==> config.mk <==
export PLATFORM = sky130hd
export DESIGN_NAME = sha256_state_acc
export DESIGN_NICKNAME = d
export VERILOG_FILES = /design/src/rtl/sha256_state_acc.sv
export SDC_FILE = /design/constraint.sdc
export NUM_CORES = 2
export LEC_CHECK = 0
export BUFFER_PORTS_ARGS = -buffer_cell sky130_fd_sc_hd__clkbuf_2
export CORE_AREA = 4 4 506 508
export DETAILED_ROUTE_END_ITERATION = 16
export DIE_AREA = 0 0 510 512
export GPL_TIMING_DRIVEN = 0
export SLEW_MARGIN = 5
export SYNTH_ARGS = -nofsm -noshare
export SYNTH_HDL_FRONTEND = slang
export SYNTH_SLANG_ARGS = --single-unit
==> constraint.sdc <==
create_clock -name clk -period 4.55 [get_ports clk]
set_input_delay 0.91 -clock clk [delete_from_list [all_inputs] [get_ports clk]]
set_output_delay 0.91 -clock clk [all_outputs]
set_load 0.02 [all_outputs]
==> src/rtl/sha256_state_acc.sv <==
// SHA-256 chaining-state accumulator: folds compression working variables into
// the chaining value per word, tracks the first-pass midstate and the final digest.

module sha256_word_add #(
  parameter int WORD_W = 32
) (
  input  logic [WORD_W-1:0] a,
  input  logic [WORD_W-1:0] b,
  output logic [WORD_W-1:0] sum
);
  // Modulo 2^WORD_W; no carry leaves the word.
  assign sum = a + b;
endmodule

module sha256_state_acc #(
  parameter int WORD_W      = 32,
  parameter int NWORDS      = 8,
  parameter int DOUBLE_HASH = 1,
  parameter logic [NWORDS*WORD_W-1:0] IV =
    256'h6a09e667_bb67ae85_3c6ef372_a54ff53a_510e527f_9b05688c_1f83d9ab_5be0cd19
) (
  input  logic                     clk,
  input  logic                     rst,
  input  logic                     init,
  input  logic                     mid_load,
  input  logic [NWORDS*WORD_W-1:0] mid_in,
  input  logic                     acc_valid,
  input  logic                     last_block,
  input  logic [NWORDS*WORD_W-1:0] work_in,
  output logic                     acc_ready,
  output logic [NWORDS*WORD_W-1:0] h_state,
  output logic                     pass,
  output logic [NWORDS*WORD_W-1:0] midstate,
  output logic [NWORDS*WORD_W-1:0] digest,
  output logic                     digest_valid,
  output logic [15:0]              blk_cnt,
  output logic                     err
);
  localparam int HW = NWORDS*WORD_W;

  typedef enum logic [1:0] {IDLE, HASH1, HASH2, DONE} state_t;

  state_t          state, state_nxt;
  logic [HW-1:0]   acc_sum;
  logic [HW-1:0]   h_nxt, mid_nxt, dig_nxt;
  logic            dv_nxt, pass_nxt, err_nxt;
  logic [15:0]     cnt_nxt, cnt_inc;

  // One adder per chaining word; word 0 sits in the MSBs.
  for (genvar i = 0; i < NWORDS; i++) begin : g_word
    sha256_word_add #(.WORD_W(WORD_W)) u_add (
      .a   (h_state[i*WORD_W +: WORD_W]),
      .b   (work_in[i*WORD_W +: WORD_W]),
      .sum (acc_sum[i*WORD_W +: WORD_W])
    );
  end

  assign acc_ready = (state == HASH1) || (state == HASH2);
  assign cnt_inc   = (blk_cnt == 16'hFFFF) ? blk_cnt : blk_cnt + 16'd1;

  always_comb begin
    state_nxt = state;
    h_nxt     = h_state;
    mid_nxt   = midstate;
    dig_nxt   = digest;
    dv_nxt    = digest_valid;
    pass_nxt  = pass;
    cnt_nxt   = blk_cnt;
    err_nxt   = err;
    if (init) begin
      // init beats a coincident acc_valid, which is dropped silently.
      state_nxt = HASH1;
      h_nxt     = mid_load ? mid_in : IV;
      cnt_nxt   = 16'd0;
      pass_nxt  = 1'b0;
      dv_nxt    = 1'b0;
      err_nxt   = 1'b0;
    end else if (acc_valid) begin
      case (state)
        IDLE, DONE: err_nxt = 1'b1;
        HASH1: begin
          cnt_nxt = cnt_inc;
          if (blk_cnt == 16'd0) mid_nxt = acc_sum;
          if (!last_block) begin
            h_nxt = acc_sum;
          end else if (DOUBLE_HASH != 0) begin
            dig_nxt   = acc_sum;
            h_nxt     = IV;
            pass_nxt  = 1'b1;
            state_nxt = HASH2;
          end else begin
            dig_nxt   = acc_sum;
            h_nxt     = acc_sum;
            dv_nxt    = 1'b1;
            state_nxt = DONE;
          end
        end
        HASH2: begin
          cnt_nxt   = cnt_inc;
          dig_nxt   = acc_sum;
          dv_nxt    = 1'b1;
          state_nxt = DONE;
        end
        default: state_nxt = IDLE;
      endcase
    end
  end

  always_ff @(posedge clk) begin
    if (rst) begin
      state        <= IDLE;
      h_state      <= IV;
      midstate     <= IV;
      digest       <= '0;
      digest_valid <= 1'b0;
      pass         <= 1'b0;
      blk_cnt      <= 16'd0;
      err          <= 1'b0;
    end else begin
      state        <= state_nxt;
      h_state      <= h_nxt;
      midstate     <= mid_nxt;
      digest       <= dig_nxt;
      digest_valid <= dv_nxt;
      pass         <= pass_nxt;
      blk_cnt      <= cnt_nxt;
      err          <= err_nxt;
    end
  end

endmodule

==> flow_summary.yaml <==
outcome:
  status: "finished, violations left"
  violations: "max-capacitance violations, max-slew violations, negative setup slack"
place:
  post-place-ws_ns: -1.148
  portBuffers: 1303
  gp_congestion: 0.9887
  post-dp-hpwl_um: 355900
  dp_cells: 10010
timing:
  maxSlewViolCount: 11
  grt_setup_unrepaired: "no"
  tightest_slew_ns: 1.517
  final-setup-viol-count: 3
  fmax_mhz: 217.1
  clock_skew_ns: 0.05178
  post-route-period-util_pct: 101.2
  hold_violations: 0
  setup_ws_ns: -0.05563
  period_minus_slack_ns: 4.606
  maxSlewHeadroom_pct: -1.149
  hold_ws_ns: 0.4260
synth:
  synth_cells: 5291
  synth_ff_type: "dfxtp_1"
  async_flop_share_pct: 0
  synth-edff-count: 0
  ys_ff_latch: 789
  ys_warn_count: 0
  ys_seq_area_share_pct: 37.72
  synth_top_area_share_pct: 37.72
  syn_nets: 6069
  syn_area_mm2: 0.04188
  avgSynthCellArea_um2: 7.915
  synth_area_leaders: "dfxtp_1 (38%), nand2_1 (8.3%), a21oi_1 (7.8%)"
  yosysUniqueCellTypes: 90
  yosysTopAreaCell: "dfxtp_1"
clock_network:
  clkLatencyLatePin_ns: 0.76
  cts-root-buf: "clkbuf_16"
  cts_buffer_depth: 3
  clock-sinks: 789
  clkTransAtPathRegs_ns: 0.06
  ctsHoldBuffers: 0
  htree_levels: 3
  tritoncts: "done"
  cts_buffers: 100
critical_path:
  worst_r2r_path_depth: 8
  cp_max_fo: 12
  crit_required_ns: 5.24
  cp-startpoint: "init"
  endpoint_kind: "flop"
  timing.reg2reg.setup_slack_ns: 0.08
  r2r_start: "state[1]$_SDFFE_PP0P_"
  cp-endpoint: "h_state[57]$_SDFFE_PP1P_"
  start_kind: "primary input"
  r2r-end: "h_state[57]$_SDFFE_PP1P_"
  arrival_ns: 5.30
  crit_type: "in2reg"
final_layout:
  final_cells: 10280
  fillers: 28240
  area_growth_pct: 37.91
  nets: 7538
  final_cell_mix: "clkbuf_2 (1412), nand2_1 (920), dfxtp_1 (789), a21oi_1 (655), nor2_1 (385)"
  drive_gt1_share_pct: 25.05
  final_common_cell: "clkbuf_2"
global_route:
  grt_pass1_wl_um: 523200
  grt_pass1_vias: 47250
  grt_overflow: 0
  grtUsageTotal_pct: 30.99
  antenna_found_initial: 215
  grt_max_degree: 14
die:
  start_util_pct: 16.67
  placement_rows: 184
  die_h_um: 512
  pin_count: 1306
  die_w_um: 510
  core_area_mm2: 0.2512
  dieArea_mm2: 0.2611
detailed_routing:
  dr_total_vias: 52150
  wl_per_cell_um: 41.29
  ant_nets: 0
  drc: 0
  drt_iter0_markers: 6768
  routed_via_density: 5.073
  totalWireLength_um: 424500
  first_pass_iters: 8
pwr:
  max-vdd-ir-drop_v: 0.0002751
  leakage_uw: 0.02476
  powerDensity_mw_per_mm2: 410.1
worst_hold_path:
  hold_path_class: "in2reg"
  hold_start: "mid_in[94]"
flow_run:
  cap_violations: 1
==> critical path, stage by stage <==
cell,delay (ns)
clkbuf_2,0.09
clkbuf_1,0.35
a21oi_1,0.89
clkdlybuf4s15_1,1.00
clkbuf_2,0.78
buf_2,0.85
a21oi_1,0.27
nand2_1,0.10
==> sequential cells by signal, summed over array words and instances (netlist names) <==
signal and count:
blk_cnt 16, digest 256, digest_valid 1, err 1, h_state 256, midstate 256, pass 1, state 2
==> synthesized netlist by cell type (9+ instances only) <==
| library cell | n |
|---|---|
| and3_1 | 41 |
| nand3_1 | 185 |
| a21oi_1 | 655 |
| xnor2_1 | 141 |
| o221ai_1 | 34 |
| o31ai_1 | 15 |
| and4_1 | 11 |
| a211oi_1 | 98 |
| o211ai_1 | 103 |
| o21ai_0 | 245 |
| o21bai_1 | 37 |
| o311ai_0 | 9 |
| o22ai_1 | 54 |
| mux2i_1 | 12 |
| nor3_1 | 133 |
| o21a_1 | 50 |
| nor2b_1 | 31 |
| a221oi_1 | 89 |
| or3_1 | 13 |
| nand2_1 | 921 |
| inv_1 | 78 |
| a21o_1 | 119 |
| nand4_1 | 39 |
| o31a_1 | 9 |
| buf_1 | 24 |
| xor2_1 | 96 |
| clkbuf_1 | 330 |
| and2_1 | 15 |
| o211a_1 | 9 |
| a211o_1 | 20 |
| a31oi_1 | 35 |
| ha_1 | 252 |
| a2111oi_0 | 9 |
| a22oi_1 | 16 |
| nor2_1 | 387 |
| nand2b_1 | 32 |
| dfxtp_1 | 789 |
==> metrics by stage <==
step / cell area [µm²] / utilization (%) / TNS [ns] / power, µW
floorplan: 41880 / - / 0 / 11300
global placement: 52590 / 20.94 / -754.64 / 15150
detailed placement: 54200 / 21.58 / -55.72 / 15300
CTS: 57510 / 22.90 / 0 / 23620
global route: 57580 / 22.92 / 0 / 24290
finish: 57750 / 22.99 / -0.07938 / 23680
==> kinds of logic (layout without fill, tap and decap cells) <==
group	Yosys count	count (layout)	synth area share (%)
mux	14	14	0.3406
other cells	0	94	0
simple gates	1848	1848	19.04
fa+ha+maj	260	260	7.912
compound gates	1705	1705	25.99
xor+xnor	240	240	5.091
buf+inv	435	1982	3.911
flops	789	789	37.72
==> repair_timing <==
item,CTS,global route
setup buffers,0,0
resized for setup,1,2
hold endpoints to repair,0,0
setup endpoints to repair,10,1
==> where the power goes <==
group	internal [µW]	switching (µW)	total (µW)	leakage [µW]
clock	4690	3650	8340	0.00161
combinational	2090	5520	7610	0.0167
sequential	7280	456	7730	0.00644
==> routing by layer <==
| metal | vias to the layer above | global-route usage (%) | part of all wire [%] |
|---|---|---|---|
| li1 | 22150 | - | - |
| met1 | 25190 | 36.73 | 38 |
| met2 | 3810 | 47.30 | 43 |
| met3 | 925 | 11.95 | 12 |
| met4 | 70 | 18.24 | 7.1 |
| met5 | - | 0 | 0.11 |
==> how the worst min path moves through the flow <==
| stage | end | slack (ns) | cells after the start |
|---|---|---|---|
| 2_1_floorplan | state[1]$_SDFFE_PP0P_ | 0.45 | 2 |
| 3_3_place_gp | pass$_SDFFE_PP0P_ | 0.44 | 2 |
| 3_5_place_dp | pass$_SDFFE_PP0P_ | 0.44 | 2 |
| 4_1_cts | h_state[85]$_SDFFE_PP0P_ | 0.31 | 3 |
| 5_1_grt | h_state[244]$_SDFFE_PP0P_ | 0.37 | 3 |
| 6_report | h_state[94]$_SDFFE_PP0P_ | 0.43 | 3 |
==> area by class of cell <==
cell class	count	area (µm²)	share of cell area [%]
multi-input cells	4067	24500	42.42
flip-flops and latches	789	15800	27.35
inverters	79	296.5	0.5135
repair buffers	1367	7923	13.72
plain buffers	356	1505	2.606
clock inverters	41	409.1	0.7085
well taps	3348	4189	7.254
diodes	94	235.2	0.4073
clock buffers	139	2902	5.024
Note: power is estimated with default switching activity, not from simulation.
